### config.mk
export PLATFORM = sky130hd
export DESIGN_NAME = inst_fetch_unit_flat
export DESIGN_NICKNAME = d
export VERILOG_FILES = /design/src/rtl/inst_fetch_unit_if.sv /design/src/rtl/inst_fetch_unit.sv /design/src/flat_wrapper.sv
export SDC_FILE = /design/constraint.sdc
export NUM_CORES = 1
export LEC_CHECK = 0
export BUFFER_PORTS_ARGS = -buffer_cell sky130_fd_sc_hd__buf_2
export CAP_MARGIN = 0
export CORE_ASPECT_RATIO = 1.25
export CORE_MARGIN = 4
export CORE_UTILIZATION = 55
export DETAILED_ROUTE_END_ITERATION = 12
export PLACE_DENSITY_LB_ADDON = 0.25
export SLEW_MARGIN = 30
export SYNTH_ARGS = -nofsm -noshare
export SYNTH_HDL_FRONTEND = slang
export SYNTH_SLANG_ARGS = --single-unit
### constraint.sdc
create_clock -name clk -period 17.4 [get_ports clk]
set_input_delay 3.48 -clock clk [delete_from_list [all_inputs] [get_ports clk]]
set_output_delay 3.48 -clock clk [all_outputs]
set_load 0.02 [all_outputs]
### src/rtl/inst_fetch_unit_if.sv
// rtl/inst_fetch_unit_if.sv - redirect, imem request/response and decode handshake bundle
//
// Purpose: groups every handshake/bus signal of the fetch unit so the unit and its
// environment connect through one port.
// Signals:
//   redirect_valid, redirect_pc     redirect request from execute (taken branch/jump)
//   imem_req_valid/addr/ready       fetch request channel to instruction memory
//   imem_resp_valid/data            in-order response channel from instruction memory
//   inst_valid/inst/inst_pc/ready   fetched instruction stream to decode
// Modports:
//   master  the fetch unit side
//   slave   the surrounding environment (memory, execute, decode)

interface inst_fetch_unit_if;
  logic        redirect_valid;
  logic [31:0] redirect_pc;
  logic        imem_req_valid;
  logic [31:0] imem_req_addr;
  logic        imem_req_ready;
  logic        imem_resp_valid;
  logic [31:0] imem_resp_data;
  logic        inst_valid;
  logic [31:0] inst;
  logic [31:0] inst_pc;
  logic        inst_ready;

  modport master (
    input  redirect_valid,
    input  redirect_pc,
    output imem_req_valid,
    output imem_req_addr,
    input  imem_req_ready,
    input  imem_resp_valid,
    input  imem_resp_data,
    output inst_valid,
    output inst,
    output inst_pc,
    input  inst_ready
  );

  modport slave (
    output redirect_valid,
    output redirect_pc,
    input  imem_req_valid,
    input  imem_req_addr,
    output imem_req_ready,
    output imem_resp_valid,
    output imem_resp_data,
    input  inst_valid,
    input  inst,
    input  inst_pc,
    output inst_ready
  );
endinterface

### src/rtl/inst_fetch_unit.sv
// rtl/inst_fetch_unit.sv - instruction fetch unit with request FSM and {pc, inst} queue
//
// Purpose: owns the fetch PC, issues at most one outstanding request to instruction
// memory, and buffers returned {pc, inst} pairs in a QUEUE_DEPTH-entry queue that
// drains to decode. A redirect flushes the queue and restarts fetch at the new PC;
// a response still in flight at that moment is discarded when it arrives.
// Ports:
//   clk    rising-edge clock
//   reset  synchronous reset, active low
//   bus    inst_fetch_unit_if.master (redirect, imem request/response, decode stream)
// Parameters:
//   RESET_PC     fetch address after reset
//   QUEUE_DEPTH  queue entries, power of two, >= 2

module inst_fetch_unit #(
  parameter logic [31:0] RESET_PC    = 32'h0000_0000,
  parameter int          QUEUE_DEPTH = 4
) (
  input  logic               clk,
  input  logic               reset,
  inst_fetch_unit_if.master  bus
);

  localparam int                PTR_W      = $clog2(QUEUE_DEPTH);
  localparam logic [PTR_W:0]    FULL_COUNT = (PTR_W + 1)'(QUEUE_DEPTH);
  localparam logic [PTR_W-1:0]  PTR_ONE    = PTR_W'(1);

  // REQ: may issue; WAIT: one request in flight; DROP: in-flight response is stale.
  typedef enum logic [1:0] {
    REQ  = 2'd0,
    WAIT = 2'd1,
    DROP = 2'd2
  } state_t;

  state_t            state;
  logic [31:0]       fetch_pc;
  logic [31:0]       req_pc;
  logic [31:0]       q_inst [QUEUE_DEPTH];
  logic [31:0]       q_pc   [QUEUE_DEPTH];
  logic [PTR_W-1:0]  head;
  logic [PTR_W-1:0]  tail;
  logic [PTR_W:0]    count;

  logic              req_fire;
  logic              push;
  logic              pop;

  // A request only goes out with a free slot; that slot stays reserved until the
  // response lands, since nothing else pushes while a request is in flight.
  always_comb begin
    bus.imem_req_valid = (state == REQ) && (count < FULL_COUNT) && !bus.redirect_valid;
    bus.imem_req_addr  = fetch_pc;
    bus.inst_valid     = (count != '0);
    bus.inst           = q_inst[head];
    bus.inst_pc        = q_pc[head];
  end

  always_comb begin
    req_fire = bus.imem_req_valid && bus.imem_req_ready;
    push     = (state == WAIT) && bus.imem_resp_valid && !bus.redirect_valid;
    pop      = bus.inst_valid && bus.inst_ready && !bus.redirect_valid;
  end

  always_ff @(posedge clk) begin
    if (!reset) begin
      state    <= REQ;
      fetch_pc <= RESET_PC;
      req_pc   <= RESET_PC;
      head     <= '0;
      tail     <= '0;
      count    <= '0;
      for (int i = 0; i < QUEUE_DEPTH; i++) begin
        q_inst[i] <= '0;
        q_pc[i]   <= '0;
      end
    end else if (bus.redirect_valid) begin
      // Flush wins over any same-cycle push, pop or request.
      head     <= '0;
      tail     <= '0;
      count    <= '0;
      fetch_pc <= {bus.redirect_pc[31:2], 2'b00};
      case (state)
        WAIT:    state <= bus.imem_resp_valid ? REQ : DROP;
        DROP:    state <= bus.imem_resp_valid ? REQ : DROP;
        default: state <= REQ;
      endcase
    end else begin
      case (state)
        REQ: begin
          // A response arriving in REQ is a protocol error and is ignored.
          if (req_fire) begin
            req_pc   <= fetch_pc;
            fetch_pc <= fetch_pc + 32'd4;
            state    <= WAIT;
          end
        end
        WAIT: begin
          if (bus.imem_resp_valid) state <= REQ;
        end
        DROP: begin
          if (bus.imem_resp_valid) state <= REQ;
        end
        default: state <= REQ;
      endcase

      if (push) begin
        q_inst[tail] <= bus.imem_resp_data;
        q_pc[tail]   <= req_pc;
        tail         <= tail + PTR_ONE;
      end
      if (pop) begin
        head <= head + PTR_ONE;
      end

      case ({push, pop})
        2'b10:   count <= count + 1'b1;
        2'b01:   count <= count - 1'b1;
        default: count <= count;
      endcase
    end
  end

endmodule

### src/flat_wrapper.sv
// flat-port wrapper written by rule: the top's interface ports become plain ports
module inst_fetch_unit_flat 
#(
  parameter logic [31:0] RESET_PC    = 32'h0000_0000,
  parameter int          QUEUE_DEPTH = 4
)
  (clk, reset, bus_redirect_valid, bus_redirect_pc, bus_imem_req_valid, bus_imem_req_addr, bus_imem_req_ready, bus_imem_resp_valid, bus_imem_resp_data, bus_inst_valid, bus_inst, bus_inst_pc, bus_inst_ready);
  inst_fetch_unit_if bus_i ();
  input  logic clk;
  input  logic reset;
  input wire logic [$bits(bus_i.redirect_valid)-1:0] bus_redirect_valid;
  input wire logic [$bits(bus_i.redirect_pc)-1:0] bus_redirect_pc;
  output wire logic [$bits(bus_i.imem_req_valid)-1:0] bus_imem_req_valid;
  output wire logic [$bits(bus_i.imem_req_addr)-1:0] bus_imem_req_addr;
  input wire logic [$bits(bus_i.imem_req_ready)-1:0] bus_imem_req_ready;
  input wire logic [$bits(bus_i.imem_resp_valid)-1:0] bus_imem_resp_valid;
  input wire logic [$bits(bus_i.imem_resp_data)-1:0] bus_imem_resp_data;
  output wire logic [$bits(bus_i.inst_valid)-1:0] bus_inst_valid;
  output wire logic [$bits(bus_i.inst)-1:0] bus_inst;
  output wire logic [$bits(bus_i.inst_pc)-1:0] bus_inst_pc;
  input wire logic [$bits(bus_i.inst_ready)-1:0] bus_inst_ready;
  assign bus_i.redirect_valid = bus_redirect_valid;
  assign bus_i.redirect_pc = bus_redirect_pc;
  assign bus_imem_req_valid = bus_i.imem_req_valid;
  assign bus_imem_req_addr = bus_i.imem_req_addr;
  assign bus_i.imem_req_ready = bus_imem_req_ready;
  assign bus_i.imem_resp_valid = bus_imem_resp_valid;
  assign bus_i.imem_resp_data = bus_imem_resp_data;
  assign bus_inst_valid = bus_i.inst_valid;
  assign bus_inst = bus_i.inst;
  assign bus_inst_pc = bus_i.inst_pc;
  assign bus_i.inst_ready = bus_inst_ready;
  inst_fetch_unit #(.RESET_PC(RESET_PC), .QUEUE_DEPTH(QUEUE_DEPTH)) u_core (.clk(clk), .reset(reset), .bus(bus_i));
endmodule
== Yosys cells after proc, flatten, opt, wreduce, memory -nomap -nowiden ==
Memories as Yosys holds them, arrays and structs flattened. A register that Yosys moved wholly into a read port is not among the register bits.
Cells that the tools add are included.
Storage, ports and cells
  bits in registers: 73
  bits in latches: 0
  memory bits (writable): 256
  memory bits (read-only): 0
  input bits: 70
  output and inout port bits: 98
  word-level logic and storage cells: 69
  memories: 2
Operators by class
  add/subtract/negate cells: 5
  multipliers: 0
  divide/modulo/power cells: 0
  order comparisons: 1
  eq/ne operators: 6
  shifts and indexed selects: 0
  mux-type cells: 25
  bitwise operators: 2
  reductions and logical operators: 21
Memory list
  u_core.q_inst: depth 4, bits a word 32, read ports 1, clocked after memory_dff 1, wr ports 4, line inst_fetch_unit.sv:38  | logic [31:0] q_inst [QUEUE_DEPTH];
  u_core.q_pc: depth 4, bits a word 32, read ports 1, clocked after memory_dff 1, wr ports 4, line inst_fetch_unit.sv:39  | logic [31:0] q_pc [QUEUE_DEPTH];
Operator list (count)
  32-bit 2-to-1 mux: 5
  32-bit OR reduction: 2
  32-bit by 3-bit adder with 32-bit output (second input constant): 1
  2-bit 2-to-1 mux: 11
  1-bit logical AND: 7
  1-bit 2-to-1 mux: 7
  3-bit one-hot mux with 2 select lines: 1
  2-bit AND reduction: 3
  2-bit nonzero test: 3
  2-bit by 1-bit adder with 2-bit output (second input constant): 2
  2-bit by 1-bit equality test with 1-bit output (second input constant): 2
  2-bit equality test (second input constant): 2
  2-bit one-hot mux with 2 select lines: 1
  2-bit OR reduction: 2
  3-bit by 1-bit adder with 3-bit output (second input constant): 1
  3-bit < comparator (second input constant): 1
  3-bit by 1-bit != test with 1-bit output (second input constant): 1
  3-bit by 2-bit != test with 1-bit output (second input constant): 1
  3-bit AND reduction: 1
  3-bit nonzero test: 1
  3-bit by 1-bit subtractor with 3-bit output (second input constant): 1
  2-bit logical NOT: 1
  1-bit NOT: 2
  1-bit logical NOT: 1

== Depth between registers and ports, before layout ==
Gate-level depths: netlist of the first run.
  word-level depth: 9
  mapped depth: 11
  gate-level depth less buffers: 11

== Least setup slack after synthesis of the first run ==
No wires, ideal clock.
  kind: in2reg
  start point: input bus_redirect_valid
  end point: memory u_core.q_inst[0][0] (enable)
  setup time: 0.574 ns
  arrival time: 8.467 ns
  required time: 16.826 ns
  path slack: 8.359 ns
  stages on the path: 3
  buffers on the path: 2
  cell sequence: buf_2 -> clkbuf_1 -> o31ai_1
RTL lines
  start: declaration: line flat_wrapper.sv:11  | input wire logic [$bits(bus_i.redirect_valid)-1:0] bus_redirect_valid;
  end: declaration: line inst_fetch_unit.sv:38

== Final worst setup path of the first run ==
  start point: input bus_redirect_valid
  end point: output bus_imem_req_valid
Between the ends
  cells in the longest elaborated chain, start to end: 2
RTL lines
  1-bit logical NOT: line inst_fetch_unit.sv:51  | bus.imem_req_valid = (state == REQ) && (count < FULL_COUNT) && !bus.redirect_valid;
  1-bit logical AND: line inst_fetch_unit.sv:51
  end: declaration: line flat_wrapper.sv:13  | output wire logic [$bits(bus_i.imem_req_valid)-1:0] bus_imem_req_valid;
No other way between the ends.

==> metrics.md, run 1 <==
| Metric | Value |
|---|---|
| Run status | completed |
| Share of the yosys chip area belonging to registers | 0.6545 |
| Initial Utilization | 0.5654 |
| VDD IR max | 0.08735 mV |
| Leakage power | 6.153 nW |
| Final #Nets | 1296 |
| Drt drc | 0 |
| Tightest Hold Check Type | flop to flop |
| Top cells by area, synth | edfxtp_1, dfxtp_1, mux4_2 |
| Fill cells | 1822 |
| Top sig layer | met4 |
| Crit path from | bus_redirect_valid |
| Vias in the first global route | 8983 |
| CTS Buf Count | 31 |
| CP Buf/Inv Count | 2 |
| Most frequent cells in the layout | edfxtp_1, nor2_1, buf_2 |
| TNS Setup | 0 ns |
| HPWL after detailed placement | 16610 um |
| RSZ-0062 raised after global routing | false |
| Reg2reg start | u_core.state[1]$_SDFFE_PN0P_ |
| CP most frequent cell | buf_2 |
| Chip Width | 148.4 um |
| I/O pin count | 168 |
| Initial DRC Count | 499 |
| Vias | 8655 |
| Post-CTS Setup Inserts | 0 |
| Min Tclk post-route | 7.761 ns |
| Worst rel slew slack | 0.3719 |
| FFs w/ async S/R, synth | 0 |
| Row count | 63 |
| Area share of the largest cell type after synthesis | 0.5496 |
| Mapped cell area | 13550 um^2 |
| Skew-Pair Late Insertion Delay | 0.54 ns |
| Clk Tree Root Cell | clkbuf_16 |
| Slowest cell on crit path | buf_2 |
| Cell type with the largest total area after synthesis | edfxtp_1 |
| Worst Path Required | 13.92 ns |
| Skew final | 0.008655 ns |
| Leading cell type in the layout, fill and taps excluded | edfxtp_1 |
| Crit-path max FO | 19 |
| Largest net degree at the start of global routing | 63 |
| Area of the die | 27230 um^2 |
| Hold_sp | u_core.req_pc[28]$_SDFFE_PN0P_ |
| RD Place Congestion | 0.8578 |
| CP cell instances | buf_2 -> nand2b_1 -> nor2_1 -> buf_2 |
| Final setup violation count | 0 |
| Avg WL per Cell | 18.35 um |
| CP Capture Type | output port |
| Routed wl met2 | 14660 um |
| CP delay by family, top | buffers and inverters |
| Via density | 5.509 |
| EDFF count, synth | 248 |
| Clock slew at reported path FFs | 0.06 ns |
| CP peak stage delay | 0.33 ns |
| Placed cell count | 1513 |
| Synth cell types | 55 |
| R2R setup slack | 15.02 ns |
| Mapped Cells | 1078 |
| Worst EP arrival | 4.28 ns |
| Synthesis-stage register bit count | 319 |
| Initial antenna violation count | 1 |
| CTS tree | built |
| Max_cap viols | 0 |
| Chip height | 183.5 um |
| Global router's overall resource usage | 0.2136 |
| Drt pass-1 iters | 5 |
| Final non-filler cell total | 1571 |
| Kind of critical path | input pin to output port |
| CTS H-tree lvls | 1 |
| Total grt overflow | 0 |
| IO Port Bufs | 161 |
| Metal1 wirelength | 11690 um |
| Met3 wire len | 1874 um |
| Antenna Nets Post-Route | 0 |
| First-pass GRT wire length | 46420 um |
| Finished Core Util | 0.6555 |
| Clock Tree Buf Depth | 3 |
| Pwr Density | 103.9 nW/um^2 |
| Clock Sinks | 319 |
| Final Hold Vio Count | 0 |
| Warnings from Yosys | 0 |
| Fmax | 128.8 MHz |
| Share of post-route cells with drive strength above 1 | 0.2402 |
| Top FF cell, synth | edfxtp_1 |
| Synthesized area per cell | 12.57 um^2 |
| Slew @ Worst Pin | 0.9422 ns |
| Cts repair resizes | 0 |
| Critical Path Start Type | input pin |
| Max Slew Vio Count | 0 |
| Hold-fix buffers, CTS | 0 |
| Post-Route WL | 28830 um |
| Core Region | 23960 um^2 |
| Final period utilization | 0.4460 |
| Synth-to-layout area growth | 15.94% |
-- Yosys cell counts, drive strengths merged, types with 4 or more instances --
library cell  number
a21oi             54
and3               4
buf               23
clkbuf            43
dfxtp             71
edfxtp           248
ha                 4
inv               69
mux4              62
nand2            155
nand3             14
nand4             15
nor2             213
nor3               6
nor4               8
o21ai             19
or3                4
xnor2              5
xor2              22
-- worst reg2reg max path: cells and delay by family, from the launching register on --
| family | cells | cell delay [ns] |
|---|---|---|
| AO/OA/AOI/OAI | 1 | 0.15 |
| AND/OR/NAND/NOR | 2 | 0.40 |
| buffers and inverters | 3 | 0.97 |
| flip-flops | 1 | 0.30 |
| adder cells (fa/ha/maj) | 1 | 0.15 |
-- power breakdown --
group	switching (mW)	total [mW]	internal, mW
sequential	0.0160	0.862	0.846
combinational	0.0552	0.0843	0.0291
clock	0.270	0.686	0.416
-- metal layers --
metal	up-vias	track usage
met3	40	0.02589
met5	-	0
met1	4218	0.2818
met4	0	0.05952
li1	4085	-
met2	312	0.3776
-- flip-flops by register name, summed over array words and instances, names as in the netlist, named ones only --
signal and count:
u_core.q_inst 128, u_core.q_pc 120, u_core.bus.imem_req_addr 30, u_core.req_pc 30
u_core.count 3, u_core.head 2, u_core.state 2, u_core.tail 2
-- area by class of cell --
class,count,area [um^2],area share
diodes,1,2.502,0.0001593
clock inverters,18,242.7,0.01545
well taps,325,406.6,0.02589
repair buffers,173,899.6,0.05727
clock buffers,39,805.8,0.05129
multi-input cells,626,4215,0.2683
flip-flops and latches,319,8874,0.5649
inverters,70,262.8,0.01673
-- worst paths after layout --
kind	cells past startpoint	endpoint
worst max-delay path	4	bus_imem_req_valid
worst min-delay path	2	u_core.req_pc[28]$_SDFFE_PN0P_
worst max register to register	7	u_core.q_inst[2][6]$_SDFFCE_PN0P_
worst min register to register	2	u_core.req_pc[28]$_SDFFE_PN0P_
-- kinds of logic after synthesis --
| group | Yosys count | synth area share |
|---|---|---|
| DFF | 319 | 0.6545 |
| adders and majority gates | 5 | 0.005172 |
| AOI/OAI and AO/OA | 90 | 0.03740 |
| xor gates and xnor gates | 27 | 0.01745 |
| buffers and inverters | 136 | 0.04035 |
| and+or+nand+nor | 434 | 0.1387 |
| muxes | 66 | 0.1061 |
| other | 1 | 0.0002768 |
-- stage by stage --
step	setup WS, ns	instance area (um^2)	hold slack, ns	power (mW)
floorplan	8.359	13560	0.4366	0.9288
global placement	9.647	14640	0.4437	0.9608
global route	9.576	15710	0.4770	1.687
CTS	9.643	15690	0.4597	1.646
finish	9.639	15710	0.4580	1.632
detailed placement	9.644	14640	0.4496	0.9629
Note: power is estimated with default switching activity, not from simulation.
==> run 2: changes to the inputs <==
--- a/config.mk
+++ b/config.mk
@@ -5,6 +5,7 @@
 export SDC_FILE = /design/constraint.sdc
 export NUM_CORES = 1
 export LEC_CHECK = 0
+export ABC_AREA = 1
 export BUFFER_PORTS_ARGS = -buffer_cell sky130_fd_sc_hd__buf_2
 export CAP_MARGIN = 0
 export CORE_ASPECT_RATIO = 1.25
==> constraint.sdc (replaced) <==
create_clock -name clk -period 8 [get_ports clk]
set_input_delay 1.6 -clock clk [delete_from_list [all_inputs] [get_ports clk]]
set_output_delay 1.6 -clock clk [all_outputs]
set_load 0.02 [all_outputs]
==> run 2 against run 1 <==
Clock skew is 0.0048 ns higher. Synthesized cell count is 43% higher. Clock power is 120% higher. Die area is 8.0% higher. Largest cell class unchanged.
==> metrics.md, run 2 <==
| Metric | Value |
|---|---|
| Most frequent cells in the layout | nor2_1, edfxtp_1, buf_2 (was edfxtp_1, nor2_1, buf_2) |
| Finished Core Util | 0.6399 (was 0.6555) |
| Share of the yosys chip area belonging to registers | 0.6036 (was 0.6545) |
| Max Slew Vio Count | 0 (unchanged) |
| Largest net degree at the start of global routing | 103 (was 63) |
| Via density | 5.488 (was 5.509) |
| Skew-Pair Late Insertion Delay | 0.55 ns (was 0.54 ns) |
| Synth cell types | 34 (was 55) |
| TNS Setup | 0 ns (unchanged) |
| Post-CTS Setup Inserts | 0 (unchanged) |
| Clock Sinks | 319 (unchanged) |
| VDD IR max | 0.1551 mV (was 0.08735 mV) |
| R2R setup slack | 5.22 ns (was 15.02 ns) |
| Total grt overflow | 0 (unchanged) |
| FFs w/ async S/R, synth | 0 (unchanged) |
| Row count | 66 (was 63) |
| Skew final | 0.01346 ns (was 0.008655 ns) |
| Total power | 3.683 mW (was 1.632 mW) |
| CTS tree | built (unchanged) |
| HPWL after detailed placement | 19420 um (was 16610 um) |
| Tightest Hold Check Type | flop to flop (unchanged) |
| Leading cell type in the layout, fill and taps excluded | nor2_1 (was edfxtp_1) |
| Final setup violation count | 0 (unchanged) |
| Clock slew at reported path FFs | 0.07 ns (was 0.06 ns) |
| # diodes | 0 (was 1) |
| Initial DRC Count | 769 (was 499) |
| Cts repair resizes | 0 (unchanged) |
| Synth-to-layout area growth | 14.00% (was 15.94%) |
| I/O pin count | 168 (unchanged) |
| Initial antenna violation count | 0 (was 1) |
| Pwr Density | 219.9 nW/um^2 (was 103.9 nW/um^2) |
| Worst Path Required | 6.40 ns (was 13.92 ns) |
| Post-Route WL | 34640 um (was 28830 um) |
| Drt pass-1 iters | 5 (unchanged) |
| Drt drc | 0 (unchanged) |
| Fmax | 213.5 MHz |
| Vias in the first global route | 10850 (was 8983) |
| Area of the die | 29410 um^2 (was 27230 um^2) |
| Hold-fix buffers, CTS | 0 (unchanged) |
| Synth cell count leaders | nor2_1, edfxtp_1, o21ai_0 (was edfxtp_1, nor2_1, nand2_1) |
| Run status | completed (unchanged) |
| Kind of critical path | input pin to output port (unchanged) |
| Vias | 11100 (was 8655) |
| CTS H-tree lvls | 1 (unchanged) |
| Top FF cell, synth | edfxtp_1 (unchanged) |
| Chip height | 190.7 um (was 183.5 um) |
| Area share of the largest cell type after synthesis | 0.5069 (was 0.5496) |
| Share of post-route cells with drive strength above 1 | 0.2181 (was 0.2402) |
| Max_cap viols | 0 (unchanged) |
| Clk Tree Root Cell | clkbuf_16 (unchanged) |
| Slew @ Worst Pin | 1.004 ns (was 0.9422 ns) |
| Critical Path Start Type | input pin (unchanged) |
| Initial Utilization | 0.5613 (was 0.5654) |
| Chip Width | 154.2 um (was 148.4 um) |
| Worst rel slew slack | 0.3305 (was 0.3719) |
| RSZ-0062 raised after global routing | false (unchanged) |
| Clock Tree Buf Depth | 3 (unchanged) |
| Synthesized area per cell | 9.541 um^2 (was 12.57 um^2) |
| Worst hold slack | 0.4683 ns (was 0.4580 ns) |
| CTS Buf Count | 30 (was 31) |
| Top cells by area, synth | edfxtp_1, nor2_1, dfxtp_1 (was edfxtp_1, dfxtp_1, mux4_2) |
| First-pass GRT wire length | 54830 um (was 46420 um) |
| CP Capture Type | output port (unchanged) |
| Cell type with the largest total area after synthesis | edfxtp_1 (unchanged) |
| Synthesis-stage register bit count | 319 (unchanged) |
| Worst EP arrival | 3.08 ns (was 4.28 ns) |
| Leakage power | 6.298 nW (was 6.153 nW) |
| Final #Nets | 1734 (was 1296) |
| IO Port Bufs | 161 (unchanged) |
| Core Region | 26180 um^2 (was 23960 um^2) |
| Global router's overall resource usage | 0.2308 (was 0.2136) |
| Final period utilization | 0.5856 |
| EDFF count, synth | 248 (unchanged) |
| Mapped Cells | 1540 (was 1078) |
| Min Tclk post-route | 4.685 ns |
| Crit-path max FO | 37 (was 19) |
| Avg WL per Cell | 17.12 um (was 18.35 um) |
| Final Hold Vio Count | 0 (unchanged) |
| Final WS setup | 3.315 ns (was 9.639 ns) |
| Antenna Nets Post-Route | 0 (unchanged) |
| Warnings from Yosys | 0 (unchanged) |
| RD Place Congestion | 0.9182 (was 0.8578) |
| Mapped cell area | 14690 um^2 (was 13550 um^2) |
| Most frequent cell after synthesis | nor2_1 (was edfxtp_1) |
| Max FFs per register | 128 (unchanged) |
| Biggest register | u_core.q_inst (unchanged) |
| Pre-CTS setup slack | 3.175 ns (was 9.644 ns) |
| Fill cells | 2102 (was 1822) |
| Largest regs | u_core.q_inst: 128 flops, u_core.q_pc: 120 flops (unchanged) |
## run 2: changes by cell type in the layout (fill, tap and decap cells not counted), sizes merged, moves of 9 or more
cell / previous run / this run
nor2: 213 / 450
o21ai: 19 / 156
inv: 71 / 184
mux4: 62 / 0
o22ai: 0 / 62
nand3: 14 / 49
nand2: 155 / 125
xor2: 22 / 1
a21oi: 54 / 42
nand4: 15 / 4
a22oi: 0 / 9
## run 2: final cells by class
type	count	area, um^2	share of cell area
Clock buffer	42	877.1	0.05236
Clock inverter	14	205.2	0.01225
Inverter	186	704.4	0.04206
Multi-Input combinational cell	949	4761	0.2842
Sequential cell	319	8874	0.5298
Tap cell	340	425.4	0.02540
Timing Repair Buffer	173	903.4	0.05393
## run 2: routing by layer
metal  up-vias  wire, um  GRT usage
met5         -         0          0
met2       436     17360     0.4106
met1      5241     13860     0.2975
li1       5373         -          -
met4         0       809    0.06694
met3        53      2614    0.02860
## run 2: per-stage QoR
stage               instances  cell area [um^2]
finish                   2023             16750
global route             2023             16750
CTS                      2023             16740
detailed placement       1967             15660
global placement         1967             15650
floorplan                1543             14700
## run 2: worst paths after layout
path	from	endpoint	depth (start not counted)
max reg2reg	u_core.state[1]$_SDFFE_PN0P_	u_core.q_pc[1][31]$_SDFFCE_PN0P_	9
min reg2reg	u_core.state[1]$_SDFFE_PN0P_	u_core.state[1]$_SDFFE_PN0P_	2
min	u_core.state[1]$_SDFFE_PN0P_	u_core.state[1]$_SDFFE_PN0P_	2
max	bus_redirect_valid	bus_imem_req_valid	5
## run 2: power breakdown
group / leakage [nW] / total, mW / switching (mW) / internal (mW)
Combinational: 2.63 / 0.269 / 0.194 / 0.0746
Sequential: 3.15 / 1.89 / 0.0339 / 1.85
Clock: 0.523 / 1.53 / 0.601 / 0.925
## run 2: worst max-delay path: stages
cell and delay, ns:
buf_2 0.56, clkinv_1 0.51, nand2_1 0.18, nor2_1 0.06, buf_2 0.16
## run 2: cell families after synthesis
logic type | after synthesis | share of synthesized area
simple gates | 632 | 0.1964
flops | 319 | 0.6036
compound gates | 305 | 0.1160
xor+xnor | 3 | 0.001789
other cells | 1 | 0.0002552
fa+ha+maj | 5 | 0.004769
buf+inv | 275 | 0.07724
